===== src/rtl/pes_car_ps_pkg.sv =====
// Shared types and constants for the parking-lot controller: FSM state encoding
// and active-high 7-segment patterns (bit 6 = g ... bit 0 = a).
package pes_car_ps_pkg;

   typedef enum logic [2:0] {
      IDLE     = 3'd0,
      WAIT_PW  = 3'd1,
      WRONG_PW = 3'd2,
      OPEN     = 3'd3,
      LOCKOUT  = 3'd4
   } state_t;

   localparam logic [6:0] SEG_BLANK = 7'h00;
   localparam logic [6:0] SEG_0     = 7'h3F;
   localparam logic [6:0] SEG_1     = 7'h06;
   localparam logic [6:0] SEG_2     = 7'h5B;
   localparam logic [6:0] SEG_3     = 7'h4F;
   localparam logic [6:0] SEG_4     = 7'h66;
   localparam logic [6:0] SEG_5     = 7'h6D;
   localparam logic [6:0] SEG_6     = 7'h7D;
   localparam logic [6:0] SEG_7     = 7'h07;
   localparam logic [6:0] SEG_8     = 7'h7F;
   localparam logic [6:0] SEG_9     = 7'h6F;

endpackage


===== src/rtl/pes_seg7_dec.sv =====
// Combinational BCD digit to 7-segment decoder; non-decimal codes show blank.
module pes_seg7_dec
   import pes_car_ps_pkg::*;
(
   input  logic [3:0] digit,
   output logic [6:0] seg
);

   always_comb begin
      seg = SEG_BLANK;
      case (digit)
         4'd0: seg = SEG_0;
         4'd1: seg = SEG_1;
         4'd2: seg = SEG_2;
         4'd3: seg = SEG_3;
         4'd4: seg = SEG_4;
         4'd5: seg = SEG_5;
         4'd6: seg = SEG_6;
         4'd7: seg = SEG_7;
         4'd8: seg = SEG_8;
         4'd9: seg = SEG_9;
         default: seg = SEG_BLANK;
      endcase
   end

endmodule


===== src/rtl/pes_car_ps_ctrl.sv =====
// Parking-lot gate controller: occupancy tracking, entry code with retry limit,
// lockout and timeout, plus a registered two-digit occupancy display.
module pes_car_ps_ctrl
   import pes_car_ps_pkg::*;
#(
   parameter int                    PW_WIDTH    = 4,
   parameter logic [PW_WIDTH-1:0]   PASSWORD    = 'hA,
   parameter int                    MAX_SLOTS   = 15,
   parameter int                    CNT_W       = 7,
   parameter int                    WAIT_CYCLES = 32,
   parameter int                    MAX_TRIES   = 3,
   parameter int                    LOCK_CYCLES = 64
)(
   input  logic                clk,
   input  logic                reset,
   input  logic                sensor_entrance,
   input  logic                sensor_exit,
   input  logic                sensor_depart,
   input  logic                pw_valid,
   input  logic [PW_WIDTH-1:0] pw_in,
   output logic                green_led,
   output logic                red_led,
   output logic                full,
   output logic [CNT_W-1:0]    occupancy,
   output logic [6:0]          hex_1,
   output logic [6:0]          hex_2,
   output state_t              dbg_state
);

   localparam int TMR_MAX = (WAIT_CYCLES > LOCK_CYCLES) ? WAIT_CYCLES : LOCK_CYCLES;
   localparam int TMR_W   = $clog2(TMR_MAX + 1);
   localparam int TRY_W   = $clog2(MAX_TRIES + 1);

   state_t             state, state_nxt;
   logic [TMR_W-1:0]   timer;
   logic [TRY_W-1:0]   tries, tries_nxt, tries_inc;
   logic               exit_q, depart_q;
   logic               exit_rise, depart_rise;
   logic               tmr_clr, timed, entry_done, dec_ok;
   logic [CNT_W-1:0]   occ_nxt;
   logic [3:0]         tens_dig, units_dig;
   logic [6:0]         seg_tens, seg_units;

   assign exit_rise   = sensor_exit & ~exit_q;
   assign depart_rise = sensor_depart & ~depart_q;
   assign tries_inc   = tries + TRY_W'(1);
   assign timed       = (state == WAIT_PW) || (state == WRONG_PW) || (state == LOCKOUT);

   // pw_valid is a one-cycle strobe with no back-pressure: a code is consumed
   // on the cycle it is presented, and only WAIT_PW/WRONG_PW look at it.
   always_comb begin
      state_nxt  = state;
      tries_nxt  = tries;
      tmr_clr    = 1'b0;
      entry_done = 1'b0;
      case (state)
         IDLE: begin
            if (sensor_entrance && !full) begin
               state_nxt = WAIT_PW;
               tries_nxt = '0;
            end
         end
         WAIT_PW, WRONG_PW: begin
            if (pw_valid) begin
               tmr_clr = 1'b1;
               if (pw_in == PASSWORD) begin
                  state_nxt = OPEN;
               end else begin
                  tries_nxt = tries_inc;
                  state_nxt = (tries_inc == TRY_W'(MAX_TRIES)) ? LOCKOUT : WRONG_PW;
               end
            end else if (timer == TMR_W'(WAIT_CYCLES - 1)) begin
               state_nxt = IDLE;
            end
         end
         OPEN: begin
            if (exit_rise) begin
               entry_done = 1'b1;
               state_nxt  = IDLE;
            end
         end
         LOCKOUT: begin
            if (timer == TMR_W'(LOCK_CYCLES - 1)) begin
               state_nxt = IDLE;
               tries_nxt = '0;
            end
         end
         default: state_nxt = IDLE;
      endcase
      if (state_nxt != state) tmr_clr = 1'b1;
   end

   // Simultaneous entry and departure cancel; a departure at zero is dropped.
   always_comb begin
      dec_ok  = depart_rise && (occupancy != '0);
      occ_nxt = occupancy;
      if (entry_done && !dec_ok)
         occ_nxt = occupancy + CNT_W'(1);
      else if (!entry_done && dec_ok)
         occ_nxt = occupancy - CNT_W'(1);
   end

   assign tens_dig  = 4'(occ_nxt / CNT_W'(10));
   assign units_dig = 4'(occ_nxt % CNT_W'(10));

   pes_seg7_dec u_seg_tens (
      .digit (tens_dig),
      .seg   (seg_tens)
   );

   pes_seg7_dec u_seg_units (
      .digit (units_dig),
      .seg   (seg_units)
   );

   always_ff @(posedge clk) begin
      if (reset) begin
         state     <= IDLE;
         timer     <= '0;
         tries     <= '0;
         exit_q    <= 1'b0;
         depart_q  <= 1'b0;
         occupancy <= '0;
         full      <= 1'b0;
         hex_1     <= SEG_0;
         hex_2     <= SEG_0;
      end else begin
         state     <= state_nxt;
         tries     <= tries_nxt;
         timer     <= (tmr_clr || !timed) ? '0 : timer + TMR_W'(1);
         exit_q    <= sensor_exit;
         depart_q  <= sensor_depart;
         occupancy <= occ_nxt;
         full      <= (occ_nxt == CNT_W'(MAX_SLOTS));
         hex_1     <= seg_tens;
         hex_2     <= seg_units;
      end
   end

   // Red blinks in WRONG_PW off the timer LSB, which restarts on every new attempt.
   assign green_led = (state == OPEN);
   assign red_led   = (state == WAIT_PW) || (state == LOCKOUT) ||
                      ((state == WRONG_PW) && !timer[0]);
   assign dbg_state = state;

endmodule


===== config.mk =====
export PLATFORM = sky130hd
export DESIGN_NAME = pes_car_ps_ctrl
export DESIGN_NICKNAME = d
export VERILOG_FILES = /design/src/rtl/pes_car_ps_pkg.sv /design/src/rtl/pes_seg7_dec.sv /design/src/rtl/pes_car_ps_ctrl.sv
export SDC_FILE = /design/constraint.sdc
export NUM_CORES = 1
export LEC_CHECK = 0
export ABC_AREA = 1
export CORE_ASPECT_RATIO = 1.25
export CORE_MARGIN = 3
export CORE_UTILIZATION = 35
export DETAILED_ROUTE_END_ITERATION = 10
export HOLD_SLACK_MARGIN = 0.08
export PLACE_DENSITY = 0.6
export RECOVER_POWER = 100
export SLEW_MARGIN = 20
export SYNTH_ARGS = -nofsm -noshare
export SYNTH_HDL_FRONTEND = slang
export SYNTH_HIERARCHICAL = 1
export SYNTH_SLANG_ARGS = --single-unit

===== constraint.sdc =====
create_clock -name clk -period 6.25 [get_ports clk]
set_clock_uncertainty 0.15 [all_clocks]
set_input_delay 0.9375 -clock clk [delete_from_list [all_inputs] [get_ports clk]]
set_output_delay 0.9375 -clock clk [all_outputs]
set_load 0.02 [all_outputs]

==> results.json, run 1 <==
{
  "status": "finished, final reports clean",
  "worstSetupEndpointType": "flop",
  "ys_types": 36,
  "endpoint": "hex_2[3]",
  "clock_latency_ns": 0.28,
  "cts_buffer_depth": 2,
  "post_cts_buffers": 0,
  "numCtsBuffers": 5,
  "syn_area_per_cell_sq_um": 6.39,
  "setup_violations": 0,
  "wl_mm": 6.04,
  "rsz0062_at_grt": "false",
  "cp.required_ns": 6.27,
  "die_area_sq_mm": 0.00919,
  "gp_congestion": 0.881,
  "arrival_ns": 5.72,
  "cts_hold_buf": 0,
  "timing.fmax_ghz": 0.175,
  "drv_slew": 0,
  "crit_path_start_kind": "input pin",
  "place.detailed.hpwl_mm": 4.87,
  "reg2reg_slack_ns": 0.84,
  "num_vias": 2661,
  "viasPerCell": 4.63,
  "ff2ff_path_depth": 42,
  "grt_pass1_vias": 2510,
  "crit_fanout": 13,
  "antennaDiodeCount": 0,
  "cts.clk_slew.worst_paths_ns": 0.07,
  "wl_per_cell_um": 10.5,
  "core-area_sq_mm": 0.00784,
  "fp-row-count": 36,
  "hold_class": "flop to flop",
  "critPathKind": "input pin to flop",
  "nets": 510,
  "whs_ns": 0.336,
  "synth_warnings": 6,
  "fillerInstances": 822,
  "ioPinCount": 37,
  "cts_tree": "yes",
  "layout_commonest_cell": "nand2_1",
  "ctsRootBufferMaster": "clkbuf_8",
  "finalSetupTns_ns": 0,
  "cpMostUsedCell": "nand2_1",
  "r2r_start": "occupancy[0]",
  "grt_max_degree": 30,
  "synthCells": 442,
  "critPathLaunch": "sensor_exit",
  "final_cell_mix": "131 x nand2_1, 71 x inv_1, 40 x nor2_1",
  "ys_seq_area_frac": 0.255,
  "die_x_um": 86.3,
  "hold_viol": 0,
  "cts_resized": 0,
  "drtPass1Iterations": 4,
  "multiInputGateArea_sq_mm": 0.00178,
  "drive_above_1_share": 0.152,
  "synth-seq-cells": 36,
  "grt_remaining_overflow": 0,
  "start_util": 0.360,
  "worst_slew_pin_slew_ns": 0.953,
  "fin_crit_ns": 5.70,
  "drc": 0,
  "syn_nets": 473,
  "grt_pass1_wl_mm": 10.6,
  "r2r_end": "hex_2[3]",
  "drt-initial-drc-count": 103,
  "antenna_found_initial": 0,
  "cpPeakStageDelay_ns": 0.45,
  "relSlewSlack": 0.362,
  "slowest_stage": "clkdlybuf4s50_1",
  "grt_usage": 0.138,
  "cts_sinks": 36,
  "maxCapViolations": 0,
  "ant_nets": 0,
  "fin_util": 0.435,
  "cts_max_level": 2,
  "port_buffers": 36,
  "seqCellArea_sq_um": 721,
  "syn_to_final_growth_pct": 20.7,
  "synthesis.area_sq_mm": 0.00282,
  "period_share": 0.912,
  "die_h_um": 106
}
how the worst min path moves through the flow:
stage / from / slack (ns) / cells after the start / end
final: timer[0] / 0.34 / 1 / timer[0]
after global routing: timer[3] / 0.36 / 2 / timer[3]
after CTS: timer[3] / 0.34 / 2 / timer[3]
after detailed placement: timer[0] / 0.33 / 1 / timer[0]
after global placement: timer[0] / 0.32 / 1 / timer[0]
after floorplan: timer[0] / 0.29 / 1 / timer[0]
per-layer routing:
metal | GRT usage | part of all wire
met5 | 0 | 0
met4 | 0.0479 | 0.020
met3 | 0.0178 | 0.035
met2 | 0.252 | 0.49
met1 | 0.161 | 0.46
critical path, delay by kind of cell:
kind	cells	cell delay, ns
buffers and inverters	11	1.17
and+or+nand+nor	24	2.44
adders and majority gates	4	0.77
AOI/OAI and AO/OA	2	0.36
through the flow:
stage          std cells  instance area (sq um)  setup slack [ns]
6_report             575                   3410             0.549
5_1_grt              575                   3410            0.0363
4_1_cts              575                   3370             0.304
3_5_place_dp         567                   3270            0.0109
3_3_place_gp         567                   3270             0.194
2_1_floorplan        442                   2820             0.917
state kept, by name, summed over array words and instances, names as in the netlist:
signal     cells
hex_1          7
hex_2          7
occupancy      7
timer          7
dbg_state      3
tries          2
depart_q       1
exit_q         1
full           1
cells by family after synthesis:
logic type	count (synthesis)	share of synthesized area
buffers and inverters	87	0.124
DFF	36	0.255
xor gates and xnor gates	4	0.0124
AOI/OAI and AO/OA	28	0.0603
and+or+nand+nor	266	0.455
adders and majority gates	21	0.0931
cell type report:
class	instances	share of cell area
clock buffer	6	0.0213
multi-input combinational	319	0.524
clock inverter	2	0.0103
timing repair buffer	37	0.108
inverter	80	0.0900
sequential	36	0.212
tap	95	0.0349
Yosys cell counts:
master | n | area (sq um)
a211oi_1 | 2 | 15.0
nor2_4 | 3 | 33.8
a21oi_4 | 1 | 16.3
nand2_2 | 15 | 93.8
nand4_2 | 1 | 12.5
inv_2 | 7 | 26.3
nor4_1 | 1 | 6.26
nor3b_1 | 1 | 7.51
o21ai_0 | 8 | 40.0
clkinv_4 | 1 | 8.76
xor2_1 | 3 | 26.3
or4_1 | 1 | 7.51
nor3_1 | 8 | 40.0
nor2_2 | 5 | 31.3
clkbuf_1 | 4 | 15.0
o311ai_0 | 1 | 8.76
buf_6 | 2 | 22.5
o21bai_1 | 1 | 7.51
inv_1 | 71 | 267
o211ai_1 | 1 | 7.51
nand2_1 | 132 | 495
or2_2 | 12 | 75.1
nand3_1 | 19 | 95.1
buf_2 | 1 | 5.00
nor2_1 | 42 | 158
clkinv_2 | 1 | 5.00
nand2_4 | 5 | 56.3
xnor2_1 | 1 | 8.76
nand4_1 | 12 | 75.1
a21oi_1 | 12 | 60.1
nand3_2 | 8 | 80.1
ha_1 | 21 | 263
a21oi_2 | 1 | 8.76
a31oi_1 | 1 | 6.26
dfxtp_1 | 36 | 721
nand3_4 | 1 | 17.5
Power of run 1 is not shown: default switching activity piles up to over one toggle a cycle in this logic, so the estimate is an artifact.
==> run 2: changes to the inputs <==
Settings changed: SLEW_MARGIN 20 to 0.
==> results of run 2 <==
Same layout as run 1: the final DEF is identical, and so are final timing and power.
Power of run 2 is left out for the same reason.
